--- src/rtl/imem_arbiter_if.sv ---
// Bundle of the fetch port, loader port and memory-side signals of imem_arbiter.
// The arbiter connects through the slave modport; requesters and memory sit on the master side.
`timescale 1ns/1ps
interface imem_arbiter_if;
  logic        f_req;
  logic [31:0] f_addr;
  logic        f_gnt;
  logic        f_rvalid;
  logic [31:0] f_rdata;
  logic        f_err;

  logic        l_req;
  logic        l_we;
  logic [31:0] l_addr;
  logic [31:0] l_wdata;
  logic        l_gnt;
  logic        l_rvalid;
  logic [31:0] l_rdata;
  logic        l_err;

  logic        mem_ren;
  logic        mem_we;
  logic [31:0] mem_addr;
  logic [31:0] mem_wdata;
  logic [31:0] mem_rdata;

  modport slave (
    input  f_req, f_addr, l_req, l_we, l_addr, l_wdata, mem_rdata,
    output f_gnt, f_rvalid, f_rdata, f_err,
    output l_gnt, l_rvalid, l_rdata, l_err,
    output mem_ren, mem_we, mem_addr, mem_wdata
  );

  modport master (
    output f_req, f_addr, l_req, l_we, l_addr, l_wdata, mem_rdata,
    input  f_gnt, f_rvalid, f_rdata, f_err,
    input  l_gnt, l_rvalid, l_rdata, l_err,
    input  mem_ren, mem_we, mem_addr, mem_wdata
  );
endinterface

--- src/rtl/imem_arbiter.sv ---
// Two-port (fetch / loader) arbiter in front of a single-ported instruction memory, one access in flight.
// Define IMEM_ARB_RR_EN for round-robin on simultaneous requests; otherwise fetch has fixed priority.
`timescale 1ns/1ps
module imem_arbiter (
  input  logic          clk,
  input  logic          resetn,
  imem_arbiter_if.slave bus
);
  typedef enum logic [1:0] {
    IDLE   = 2'd0,
    ACCESS = 2'd1,
    RESP   = 2'd2
  } state_t;

  state_t      state;
  logic        sel_l;
  logic        we_lat;
  logic        mis_lat;

  logic        pick_l;
  logic        pick_we;
  logic        pick_mis;
  logic [31:0] pick_addr;
  logic [31:0] pick_wdata;

`ifdef IMEM_ARB_RR_EN
  logic        last_l;
`endif

  always_comb begin
`ifdef IMEM_ARB_RR_EN
    // On a tie, the port that did not win the previous grant goes next.
    if (bus.f_req && bus.l_req) pick_l = !last_l;
    else                        pick_l = bus.l_req;
`else
    pick_l = bus.l_req && !bus.f_req;
`endif
    pick_addr  = pick_l ? bus.l_addr : bus.f_addr;
    pick_we    = pick_l && bus.l_we;
    pick_wdata = pick_we ? bus.l_wdata : 32'h0;
    pick_mis   = (pick_addr[1:0] != 2'b00);
  end

  // mem_rdata is captured on the edge that ends the ACCESS cycle.
  always_ff @(posedge clk or negedge resetn) begin
    if (!resetn) begin
      state         <= IDLE;
      sel_l         <= 1'b0;
      we_lat        <= 1'b0;
      mis_lat       <= 1'b0;
`ifdef IMEM_ARB_RR_EN
      last_l        <= 1'b1;
`endif
      bus.f_gnt     <= 1'b0;
      bus.f_rvalid  <= 1'b0;
      bus.f_rdata   <= 32'h0;
      bus.f_err     <= 1'b0;
      bus.l_gnt     <= 1'b0;
      bus.l_rvalid  <= 1'b0;
      bus.l_rdata   <= 32'h0;
      bus.l_err     <= 1'b0;
      bus.mem_ren   <= 1'b0;
      bus.mem_we    <= 1'b0;
      bus.mem_addr  <= 32'h0;
      bus.mem_wdata <= 32'h0;
    end else begin
      bus.f_gnt     <= 1'b0;
      bus.f_rvalid  <= 1'b0;
      bus.f_rdata   <= 32'h0;
      bus.f_err     <= 1'b0;
      bus.l_gnt     <= 1'b0;
      bus.l_rvalid  <= 1'b0;
      bus.l_rdata   <= 32'h0;
      bus.l_err     <= 1'b0;
      bus.mem_ren   <= 1'b0;
      bus.mem_we    <= 1'b0;
      bus.mem_addr  <= 32'h0;
      bus.mem_wdata <= 32'h0;

      case (state)
        ACCESS: begin
          state <= RESP;
          if (sel_l) begin
            bus.l_rvalid <= 1'b1;
            bus.l_err    <= mis_lat;
            bus.l_rdata  <= (mis_lat || we_lat) ? 32'h0 : bus.mem_rdata;
          end else begin
            bus.f_rvalid <= 1'b1;
            bus.f_err    <= mis_lat;
            bus.f_rdata  <= mis_lat ? 32'h0 : bus.mem_rdata;
          end
        end
        default: begin
          // IDLE and RESP both arbitrate, giving back-to-back accesses every 2 cycles.
          if (bus.f_req || bus.l_req) begin
            state         <= ACCESS;
            sel_l         <= pick_l;
            we_lat        <= pick_we;
            mis_lat       <= pick_mis;
`ifdef IMEM_ARB_RR_EN
            last_l        <= pick_l;
`endif
            bus.f_gnt     <= !pick_l;
            bus.l_gnt     <= pick_l;
            bus.mem_addr  <= pick_addr;
            bus.mem_wdata <= pick_wdata;
            bus.mem_ren   <= !pick_mis && !pick_we;
            bus.mem_we    <= !pick_mis && pick_we;
          end else begin
            state <= IDLE;
          end
        end
      endcase
    end
  end
endmodule

--- src/flat_wrapper.sv ---
// flat-port wrapper written by rule: the top's interface ports become plain ports
module imem_arbiter_flat 
  (clk, resetn, bus_f_req, bus_f_addr, bus_l_req, bus_l_we, bus_l_addr, bus_l_wdata, bus_mem_rdata, bus_f_gnt, bus_f_rvalid, bus_f_rdata, bus_f_err, bus_l_gnt, bus_l_rvalid, bus_l_rdata, bus_l_err, bus_mem_ren, bus_mem_we, bus_mem_addr, bus_mem_wdata);
  imem_arbiter_if bus_i ();
  input  logic clk;
  input  logic resetn;
  input wire logic [$bits(bus_i.f_req)-1:0] bus_f_req;
  input wire logic [$bits(bus_i.f_addr)-1:0] bus_f_addr;
  input wire logic [$bits(bus_i.l_req)-1:0] bus_l_req;
  input wire logic [$bits(bus_i.l_we)-1:0] bus_l_we;
  input wire logic [$bits(bus_i.l_addr)-1:0] bus_l_addr;
  input wire logic [$bits(bus_i.l_wdata)-1:0] bus_l_wdata;
  input wire logic [$bits(bus_i.mem_rdata)-1:0] bus_mem_rdata;
  output wire logic [$bits(bus_i.f_gnt)-1:0] bus_f_gnt;
  output wire logic [$bits(bus_i.f_rvalid)-1:0] bus_f_rvalid;
  output wire logic [$bits(bus_i.f_rdata)-1:0] bus_f_rdata;
  output wire logic [$bits(bus_i.f_err)-1:0] bus_f_err;
  output wire logic [$bits(bus_i.l_gnt)-1:0] bus_l_gnt;
  output wire logic [$bits(bus_i.l_rvalid)-1:0] bus_l_rvalid;
  output wire logic [$bits(bus_i.l_rdata)-1:0] bus_l_rdata;
  output wire logic [$bits(bus_i.l_err)-1:0] bus_l_err;
  output wire logic [$bits(bus_i.mem_ren)-1:0] bus_mem_ren;
  output wire logic [$bits(bus_i.mem_we)-1:0] bus_mem_we;
  output wire logic [$bits(bus_i.mem_addr)-1:0] bus_mem_addr;
  output wire logic [$bits(bus_i.mem_wdata)-1:0] bus_mem_wdata;
  assign bus_i.f_req = bus_f_req;
  assign bus_i.f_addr = bus_f_addr;
  assign bus_i.l_req = bus_l_req;
  assign bus_i.l_we = bus_l_we;
  assign bus_i.l_addr = bus_l_addr;
  assign bus_i.l_wdata = bus_l_wdata;
  assign bus_i.mem_rdata = bus_mem_rdata;
  assign bus_f_gnt = bus_i.f_gnt;
  assign bus_f_rvalid = bus_i.f_rvalid;
  assign bus_f_rdata = bus_i.f_rdata;
  assign bus_f_err = bus_i.f_err;
  assign bus_l_gnt = bus_i.l_gnt;
  assign bus_l_rvalid = bus_i.l_rvalid;
  assign bus_l_rdata = bus_i.l_rdata;
  assign bus_l_err = bus_i.l_err;
  assign bus_mem_ren = bus_i.mem_ren;
  assign bus_mem_we = bus_i.mem_we;
  assign bus_mem_addr = bus_i.mem_addr;
  assign bus_mem_wdata = bus_i.mem_wdata;
  imem_arbiter u_core (.clk(clk), .resetn(resetn), .bus(bus_i));
endmodule
--- config.mk ---
export PLATFORM = sky130hd
export DESIGN_NAME = imem_arbiter_flat
export DESIGN_NICKNAME = d
export VERILOG_FILES = /design/src/rtl/imem_arbiter_if.sv /design/src/rtl/imem_arbiter.sv /design/src/flat_wrapper.sv
export SDC_FILE = /design/constraint.sdc
export NUM_CORES = 1
export LEC_CHECK = 0
export CORE_AREA = 4 4 103 105
export DETAILED_ROUTE_END_ITERATION = 10
export DIE_AREA = 0 0 107 109
export DONT_BUFFER_PORTS = 1
export PLACE_DENSITY = 0.68
export SLEW_MARGIN = 20
export SYNTH_ARGS = -nofsm -noshare
export SYNTH_HDL_FRONTEND = slang
export SYNTH_SLANG_ARGS = --single-unit
--- constraint.sdc ---
create_clock -name clk -period 1.6 [get_ports clk]
set_input_delay 0.32 -clock clk [delete_from_list [all_inputs] [get_ports clk]]
set_output_delay 0.32 -clock clk [all_outputs]
set_load 0.01 [all_outputs]
==> results.sh, run 1 <==
export IMPL_status="aborted with a tool error"
export IMPL_haltStage="clock tree synthesis (4_1_cts)"
export IMPL_error="[ERROR RSZ-0060] Max buffer count reached."
export IMPL_dp_hpwl_mm=7.05
export IMPL_yosys_warnings=0
export IMPL_syn_area_sq_um=4780
export IMPL_cts_buffer_depth=2
export IMPL_synth_top_cell_area_share_pct=73.8
export IMPL_die_x_microns=107
export IMPL_placed_area_sq_um=4870
export IMPL_synth_seq_cells=141
export IMPL_io_pins=269
export IMPL_holdBufCountCts=101
export IMPL_synth_area_leaders="dfrtp_1, and2_1, a22o_1"
export IMPL_die_h_microns=109
export IMPL_post_cts_setup_buffers=0
export IMPL_h_tree_depth=4
export IMPL_syn_mean_instance_area_sq_um=15.0
export IMPL_synthFlopType="dfrtp_1"
export IMPL_yosysSeqAreaShare_pct=73.8
export IMPL_portBuffers=0
export IMPL_netlist_instances=318
export IMPL_synth_cell_type_count=29
export IMPL_cts_buffers=17
export IMPL_synth_common_cells="dfrtp_1, and2_1, a22o_1, and3_1, buf_6"
export IMPL_cts_resized=0
export IMPL_synthArstFlopShare_pct=100
export IMPL_synth_edf_count=0
export IMPL_gp_congestion=0.737
export IMPL_num_rows=36
export IMPL_yosysMostFrequentCell="dfrtp_1"
export IMPL_root_buffer="clkbuf_8"
export IMPL_start_util_pct=49.6
export IMPL_synth_largest_area_cell="dfrtp_1"
export IMPL_cts_sinks=141
export IMPL_syn_nets=451
-- metrics by stage --
step	std cells	utilization [%]	setup slack [ns]	hold WS [ns]
3_5_place_dp	436	50.5	0.290	0.0276
2_1_floorplan	318	-	0.241	0.0244
3_3_place_gp	436	50.5	0.345	0.0273
-- logic make-up after synthesis --
kind of cell	synth area share, %
flops	73.8
simple gates	15.9
mux	0.445
buf+inv	3.53
compound gates	6.38
==> run 2: changes to the inputs <==
- CORE_AREA: 4 4 103 105 -> default
- CORE_MARGIN: default -> 4
- CORE_UTILIZATION: default -> 40
- DIE_AREA: 0 0 107 109 -> default
- PLACE_DENSITY: 0.68 -> default
- PLACE_DENSITY_LB_ADDON: default -> 0.15
==> results.sh, run 2 <==
export IMPL_status="complete, but fails checks"
export IMPL_violations="hold timing"
export IMPL_post_cts_setup_buffers=0
export IMPL_fp_dieArea_sq_um=13800
export IMPL_leakage_nw=2.79
export IMPL_final_cell_mix="dfrtp_1, and2_1, a22o_1"
export IMPL_fin_skew_ns=0.00552
export IMPL_whs_ns=-0.382
export IMPL_hold_viol_final=141
export IMPL_power_mw=8.96
export IMPL_crit_path_end_kind="register"
export IMPL_syn_to_final_growth_pct=14.0
export IMPL_dpl_cell_count=445
export IMPL_h_tree_depth=4
export IMPL_powerDensity_nw_per_um2=1640
export IMPL_num_antenna_cells=0
export IMPL_final_cells=476
export IMPL_synth_seq_cells=141
export IMPL_grt_setup_unrepaired="false"
export IMPL_root_buffer="clkbuf_16"
export IMPL_gp_congestion=0.710
export IMPL_cts_tree="yes"
export IMPL_ir_worst_vdd_mv=0.826
export IMPL_fill_cells=1026
export IMPL_syn_mean_instance_area_sq_um=15.0
export IMPL_portBuffers=0
export IMPL_dr_total_vias=2453
export IMPL_drv_cap=0
export IMPL_period_share_pct=82.0
export IMPL_synth_largest_area_cell="dfrtp_1"
export IMPL_path_clk_slew_ns=0.05
export IMPL_setup_ws_ns=0.287
export IMPL_yosysSeqAreaShare_pct=73.8
export IMPL_critPathArrivalTime_ns=1.59
export IMPL_start_kind="register"
export IMPL_netlist_instances=318
export IMPL_core_sq_um=11600
export IMPL_drcViolationCount=0
export IMPL_syn_nets=451
export IMPL_antenna_found_initial=0
export IMPL_cts_buffer_depth=2
export IMPL_setup_violations=0
export IMPL_synthFlopType="dfrtp_1"
export IMPL_fmax_mhz=762
export IMPL_final_cell_area_sq_um=5450
export IMPL_placed_area_sq_um=4880
export IMPL_grt_pass1_wl_mm=15.4
export IMPL_synth_area_leaders="dfrtp_1, and2_1, a22o_1"
export IMPL_synth_top_cell_area_share_pct=73.8
export IMPL_dp_hpwl_mm=7.19
export IMPL_critPathKind="register to register"
export IMPL_drt_first_pass_iters=4
export IMPL_finish_utilization_pct=47.1
export IMPL_grtUsageTotal_pct=14.8
export IMPL_drt_initial_drc_count=143
export IMPL_synthArstFlopShare_pct=100
export IMPL_cts_resized=0
export IMPL_synth_common_cells="dfrtp_1, and2_1, a22o_1, and3_1, buf_6"
export IMPL_dp_slack_ns=0.292
export IMPL_io_pins=269
export IMPL_syn_area_sq_um=4780
export IMPL_r2r_start="u_core.state[1]"
export IMPL_num_rows=39
export IMPL_fin_tns_setup_ns=0
export IMPL_drive_above_1_share_pct=13.8
export IMPL_slew_viol_final=0
export IMPL_grt_overflow=0
export IMPL_first_global_vias=2569
export IMPL_maxSlewHeadroom_pct=83.5
export IMPL_vias_per_cell=5.15
export IMPL_wire_per_inst_microns=21.6
export IMPL_worst_pin_slew_ns=0.241
export IMPL_drt_wl_total_mm=10.3
export IMPL_cp_max_fo=32
export IMPL_synth_edf_count=0
export IMPL_ant_nets=0
export IMPL_cts_sinks=141
export IMPL_worstSetupStartpoint="u_core.state[1]"
export IMPL_final_common_cell="dfrtp_1"
export IMPL_synth_cell_type_count=29
export IMPL_yosys_warnings=0
export IMPL_period_needed_ns=1.31
export IMPL_hp_class="input pin to async pin"
export IMPL_yosysMostFrequentCell="dfrtp_1"
export IMPL_die_x_microns=117
export IMPL_cts_buffers=17
export IMPL_fin_nets=454
export IMPL_cp_required_ns=1.88
export IMPL_grt_max_degree=142
export IMPL_die_h_microns=117
export IMPL_clock_latency_ns=0.40
export IMPL_start_util_pct=41.4
## run 2: cell counts after synthesis
No cell type changed its count.
## run 2: logic make-up after synthesis
family                 synth area share [%]
AO/OA/AOI/OAI                          6.38
buffers and inverters                  3.53
flip-flops                             73.8
multiplexers                          0.445
AND/OR/NAND/NOR                        15.9
## run 2: final timing paths
| kind | endpoint | slack, ns | depth (start not counted) |
|---|---|---|---|
| worst min-delay path | u_core.bus.l_rdata[24] | -0.38 | 0 |
| worst max-delay path | u_core.bus.mem_addr[7] | 0.29 | 4 |
| worst max register to register | u_core.bus.mem_addr[7] | 0.29 | 4 |
| max in group asynchronous | u_core.bus.mem_addr[29] | 1.79 | 0 |
| min in group clk | u_core.bus.l_rdata[28] | 0.05 | 1 |
| worst min register to register | u_core.bus.f_rvalid | 0.55 | 1 |
## run 2: critical path, stage by stage, from the launching register on
cell	delay (ns)
dfrtp_1	0.35
nand2b_4	0.19
and2_1	0.23
buf_12	0.18
a22o_1	0.24
## run 2: area by class of cell
type,instances,area [sq um],share of cell area [%]
Clock inverter,13,141,2.59
Multi-Input combinational cell,155,1080,19.9
Timing Repair Buffer,4,80.1,1.47
Inverter,2,10.0,0.184
Tap cell,143,179,3.28
Sequential cell,141,3530,64.7
Clock buffer,18,429,7.87
## run 2: where the power goes
group | switching (mW) | internal (mW) | leakage [nW]
logic | 0.438 | 0.420 | 0.610
registers | 0.406 | 3.97 | 1.91
clock network | 1.43 | 2.29 | 0.273
total | 2.27 | 6.69 | 2.79
## run 2: routing by layer
metal,wire length (microns),share of wire [%],GRT usage [%],up-vias
li1,-,-,-,1067
met1,3660,36,15.4,1206
met2,5140,50,24.0,162
met3,1240,12,9.43,18
met4,241,2.3,6.01,0
met5,0,0,0,-
Note: power is estimated with default switching activity, not from simulation.
